==> config.mk <==
export PLATFORM = sky130hd
export DESIGN_NAME = store_buffer_fifo
export DESIGN_NICKNAME = d
export VERILOG_FILES = /design/src/rtl/store_buffer_fifo.sv
export SDC_FILE = /design/constraint.sdc
export NUM_CORES = 2
export LEC_CHECK = 0
export CORE_MARGIN = 3
export CORE_UTILIZATION = 54
export DETAILED_ROUTE_END_ITERATION = 6
export DONT_BUFFER_PORTS = 1
export PLACE_DENSITY = 0.67
export SLEW_MARGIN = 20
export SYNTH_ARGS = -nofsm -noshare
export SYNTH_HDL_FRONTEND = slang
export SYNTH_SLANG_ARGS = --single-unit
==> constraint.sdc <==
create_clock -name clk -period 12.4 [get_ports clk]
set_clock_uncertainty 0.05 [all_clocks]
set_input_delay 0.62 -clock clk [delete_from_list [all_inputs] [get_ports clk]]
set_output_delay 0.62 -clock clk [all_outputs]
set_load 0.05 [all_outputs]
==> src/rtl/store_buffer_fifo.sv <==
// Circular store buffer: in-order drain, same-word coalescing into the youngest cached entry,
// zero-cycle byte-accurate youngest-wins load forwarding. One-cycle push-to-head latency.
module store_buffer_fifo #(
  parameter int DEPTH  = 8,
  parameter int ADDR_W = 32,
  parameter int DATA_W = 32
) (
  input  logic                     clk,
  input  logic                     rst_,
  input  logic                     flush,
  input  logic                     in_valid,
  output logic                     in_ready,
  input  logic [ADDR_W-1:0]        in_addr,
  input  logic [DATA_W-1:0]        in_data,
  input  logic [DATA_W/8-1:0]      in_wen,
  input  logic                     in_uncache,
  output logic                     out_valid,
  input  logic                     out_ready,
  output logic [ADDR_W-1:0]        out_addr,
  output logic [DATA_W-1:0]        out_data,
  output logic [DATA_W/8-1:0]      out_wen,
  output logic                     out_uncache,
  input  logic                     ld_en,
  input  logic [ADDR_W-1:0]        ld_addr,
  output logic [DATA_W/8-1:0]      ld_hit_mask,
  output logic [DATA_W-1:0]        ld_data,
  output logic                     ld_uncache_conflict,
  output logic [$clog2(DEPTH):0]   count,
  output logic                     empty,
  output logic                     full
);

  localparam int BE  = DATA_W / 8;
  localparam int OFF = $clog2(BE);
  localparam int PW  = $clog2(DEPTH);
  localparam int CW  = PW + 1;

  typedef struct packed {
    logic [ADDR_W-1:0] addr;
    logic [DATA_W-1:0] data;
    logic [BE-1:0]     wen;
    logic              unc;
  } entry_t;

  entry_t          mem_q [DEPTH];
  entry_t          mem_d [DEPTH];
  logic [PW-1:0]   head_q, head_d, tail_q, tail_d;
  logic [CW-1:0]   count_q, count_d;
  logic [PW-1:0]   young;
  logic            pop, coal, alloc, merge;
  logic [PW-1:0]   fidx;
  entry_t          fe;
  logic            unused_ld_off;

  assign young         = tail_q - PW'(1);
  assign count         = count_q;
  assign unused_ld_off = ^ld_addr[OFF-1:0];

  always_comb begin
    empty     = (count_q == '0);
    full      = (count_q == CW'(DEPTH));
    out_valid = !empty && !flush;
    pop       = out_valid && out_ready;
    // Never merge into an entry that is leaving this cycle.
    coal      = in_valid && !in_uncache && !empty && !mem_q[young].unc &&
                (in_addr[ADDR_W-1:OFF] == mem_q[young].addr[ADDR_W-1:OFF]) &&
                !(count_q == CW'(1) && pop);
    in_ready  = !flush && (!full || pop || coal);
    alloc     = in_valid && in_ready && !coal;
    merge     = in_valid && in_ready && coal;
  end

  always_comb begin
    out_addr    = empty ? '0 : mem_q[head_q].addr;
    out_data    = empty ? '0 : mem_q[head_q].data;
    out_wen     = empty ? '0 : mem_q[head_q].wen;
    out_uncache = empty ? 1'b0 : mem_q[head_q].unc;
  end

  always_comb begin
    head_d  = head_q;
    tail_d  = tail_q;
    count_d = count_q;
    mem_d   = mem_q;
    if (flush) begin
      head_d  = '0;
      tail_d  = '0;
      count_d = '0;
    end else begin
      if (pop) head_d = head_q + PW'(1);
      if (alloc) begin
        mem_d[tail_q] = '{addr: in_addr, data: in_data, wen: in_wen, unc: in_uncache};
        tail_d        = tail_q + PW'(1);
      end
      if (merge) begin
        for (int b = 0; b < BE; b++) begin
          if (in_wen[b]) mem_d[young].data[8*b +: 8] = in_data[8*b +: 8];
        end
        mem_d[young].wen = mem_q[young].wen | in_wen;
      end
      count_d = count_q + CW'(alloc) - CW'(pop);
    end
  end

  always_ff @(posedge clk) begin
    if (rst_) begin
      head_q  <= '0;
      tail_q  <= '0;
      count_q <= '0;
    end else begin
      head_q  <= head_d;
      tail_q  <= tail_d;
      count_q <= count_d;
    end
  end

  always_ff @(posedge clk) begin
    mem_q <= mem_d;
  end

  // Walk oldest to youngest so later matches overwrite earlier ones per byte.
  always_comb begin
    ld_hit_mask         = '0;
    ld_data             = '0;
    ld_uncache_conflict = 1'b0;
    fidx                = '0;
    fe                  = '0;
    if (ld_en) begin
      for (int k = 0; k < DEPTH; k++) begin
        fidx = head_q + PW'(k);
        fe   = mem_q[fidx];
        if ((CW'(k) < count_q) && (fe.addr[ADDR_W-1:OFF] == ld_addr[ADDR_W-1:OFF])) begin
          if (fe.unc) begin
            ld_uncache_conflict = 1'b1;
          end else begin
            for (int b = 0; b < BE; b++) begin
              if (fe.wen[b]) begin
                ld_hit_mask[b]     = 1'b1;
                ld_data[8*b +: 8]  = fe.data[8*b +: 8];
              end
            end
          end
        end
      end
    end
  end

endmodule

==> run_results.csv <==
group,metric,value,unit
power_and_ir_drop,swShare,29.6,%
floorplanning,die_height,319,um
power_and_ir_drop,p_total,0.00522,W
route,avgViaCountPerCell,7.95,
synthesis,synthXorXnorAreaFrac,3.20,%
sta,tns,0,ps
grt,gr-total-overflow,0,
cts,clk_path_buf_depth,3,
synthesis,synth_top_area_share,31.4,%
sta,setup_viol,0,
setup_path,worstPathRequired,11730,ps
power_and_ir_drop,p_int,0.00367,W
worst_hold_path,hp-start,"in_data[23]",
synthesis,synth_top_family_by_area,"multiplexers",
setup_path,cpPeakStageDelay,900,ps
route,drt_iter0_drc,8568,
setup_path,r2r_start,"tail_q[0]$_SDFFE_PP0P_",
grt,grt_first_pass_wirelength,334,mm
sta,finalHoldViolCount,0,
grt,grt_max_degree,141,
floorplanning,die_w,319,um
synthesis,yosysWarnings,0,
setup_path,crit_arrival,8960,ps
route,wl_per_cell,40.8,um
sta,rsz0062_at_grt,"no",
run,cap_violations,0,
synthesis,synth_area_leaders,"edfxtp_1, mux4_2, mux2_2",
sta,slew_headroom,10.2,%
finish,final_common_cell,"nand2_1",
status,failed_checks,"DRC",
floorplanning,pin_count,221,
floorplanning,rows,114,
cts,clock-sinks,562,
route,ant_nets,0,
cts,htreeDepth,3,
synthesis,synth-compound-area-share,11.1,%
synthesis,syn_area_per_cell,11.3,um^2
setup_path,setup.worst_path.class,"reg -> out",
synthesis,yosys.area.top_type,"edfxtp_1",
power_and_ir_drop,clkPwrFrac,39.9,%
grt,grt_antenna_before_repair,20,
place,dp_hpwl,169,mm
setup_path,end_kind,"output pin",
sta,final-max-slew-violation-count,0,
power_and_ir_drop,p_sw,0.00155,W
synthesis,synth_mux_area_share,37.0,%
setup_path,crit_buf_inv,3,
cts,clockRootBuffer,"clkbuf_16",
synthesis,synth_area,52800,um^2
worst_hold_path,worstHoldPathType,"in -> reg",
power_and_ir_drop,p_leak,18.4,nW
setup_path,cp_top_family,"simple AND/OR/NAND/NOR gates",
finish,final_cell_mix,"nand2_1, edfxtp_1, mux4_2",
power_and_ir_drop,combPwrFrac,17.0,%
floorplanning,die_area,102000,um^2
synthesis,seq_area_frac_synth,31.8,%
finish,area_growth,6.52,%
sta,fmax,104,MHz
setup_path,worstSetupStartpoint,"head_q[1]$_SDFFE_PP0P_",
setup_path,cp_max_fo,59,
floorplanning,initial_core_util,54.5,%
cts,cts_tree,"done",
synthesis,async_flop_share,0,%
route,drt_wl_total,239,mm
setup_path,crit_path_cell_trace,"buf_4 > buf_4 > buf_4 > mux2_2 > o22ai_1 > nor2_1 > xnor2_1 > nand4_1 > or3_1 > or3_1 > or2_0 > o311a_1 > o221ai_1 > a32o_1",
synthesis,yosys.area_share.adder,0.322,%
synthesis,postSynthCellCount,4685,
setup_path,worstSetupStartpointType,"flop",
grt,grt.total_usage,46.1,%
synthesis,ys_ff_latch,562,
cts,cts_made_buffers,70,
floorplanning,core_area,96900,um^2
finish,drive_gt1_share,26.8,%
setup_path,cp_slowest_cell,"buf_4",
route,drcViolationCount,6,
route,vias,46576,
place,place_congestion,1.10,
finish,nFillCells,8048,
grt,grt_pass1_vias,42937,
cts,postCtsSetupBuffers,0,
setup_path,crit_path_frequent_cell,"buf_4",
power_and_ir_drop,p_seq_share,43.1,%
power_and_ir_drop,p_per_area,92.8,nW/um^2
route,first_pass_iters,7,
sta,post-route-min-period,9630,ps
synthesis,ys.flop_type,"edfxtp_1",
synthesis,syn-num-nets,4805,
synthesis,synthSimpleGateAreaFrac,12.2,%
cts,clkSlewWorstSetupHoldPaths,60,ps
synthesis,synth_edf_count,552,
synthesis,synth.distinct_cells,97,
cts,clkLatencyLatePin,680,ps
sta,timing.final.crit_share,77.7,%
power_and_ir_drop,irDropWorstVdd,0.129,mV
sta,tightest_slew,1340,ps
status,outcome,"finished with violations",
place,portBuffers,0,
finish,fin_nets,4634,
## per-stage QoR
step	utilization [%]	hold slack, ps	cell area [um^2]	setup slack, ps	std cells
2_1_floorplan	-	551	52800	5060	4685
3_3_place_gp	55.3	572	53600	3650	5684
3_5_place_dp	55.3	587	53600	3700	5684
4_1_cts	58.0	96.4	56200	2980	5845
5_1_grt	58.1	108	56200	2600	5847
6_report	58.1	123	56300	2770	5856
## final cells by class
cell class / count / area (um^2) / share of cell area [%]
diodes: 11 / 27.5 / 0.0489
flip-flops and latches: 562 / 16800 / 29.8
well taps: 1276 / 1600 / 2.84
clock inverters: 45 / 473 / 0.841
inverters: 71 / 279 / 0.496
clock buffers: 82 / 1800 / 3.19
multi-input cells: 3665 / 34000 / 60.5
repair buffers: 144 / 1240 / 2.21
## kinds of logic after synthesis
group | count (synthesis)
compound gates | 820
xor+xnor | 193
fa+ha+maj | 13
buf+inv | 458
flops | 562
mux | 1261
simple gates | 1378
## path summary, 6_finish.rpt
kind                               end  slack (ps)  cells past startpoint
hold reg to reg   mem_q[234]$_DFFE_PN_         600                      1
setup reg to reg  mem_q[216]$_DFFE_PN_        3940                     17
hold / removal    mem_q[442]$_DFFE_PN_         120                      1
setup / recovery           ld_data[31]        2770                     14
## repair_timing
item                                   4_1_cts  5_1_grt
endpoints found under the hold margin      258        0
hold buffers                                34        0
gates resized for setup                      0        0
## cells in the mapped netlist (all sizes together) (12+ instances only)
library cell / number
nand2: 646
edfxtp: 552
mux4: 510
mux2: 378
mux2i: 373
buf: 239
nor2: 204
xnor2: 175
a21oi: 164
clkbuf: 148
o21ai: 124
nand3: 123
a22oi: 80
nor3: 65
o22ai: 65
inv: 62
nand4: 52
and3: 42
nand2b: 41
nor4: 38
and2: 33
o221ai: 33
or3: 32
a31oi: 31
a211oi: 30
o211ai: 28
a221oi: 25
nor2b: 25
a2111oi: 19
o2111ai: 19
o21bai: 19
o22a: 19
or2: 18
or4: 18
xor2: 18
o31ai: 15
a221o: 13
a311oi: 13
nand4b: 13
ha: 12
o211a: 12
## routing by layer
metal / vias up / track usage [%] / routed length (um)
met5: - / 0 / 118
met4: 14 / 20.0 / 13300
met3: 707 / 18.2 / 37800
met2: 4027 / 64.2 / 97900
met1: 23472 / 63.9 / 89700
li1: 18356 / - / -
## power groups by stage
stage / sequential (W) / combinational, W / clock, W
2_1_floorplan: 0.00227 / 0.000586 / 0
3_3_place_gp: 0.00228 / 0.000820 / 0
3_5_place_dp: 0.00229 / 0.000824 / 0
4_1_cts: 0.00225 / 0.000849 / 0.00209
5_1_grt: 0.00226 / 0.000908 / 0.00216
6_report: 0.00225 / 0.000886 / 0.00208
Note: power is estimated with default switching activity, not from simulation.
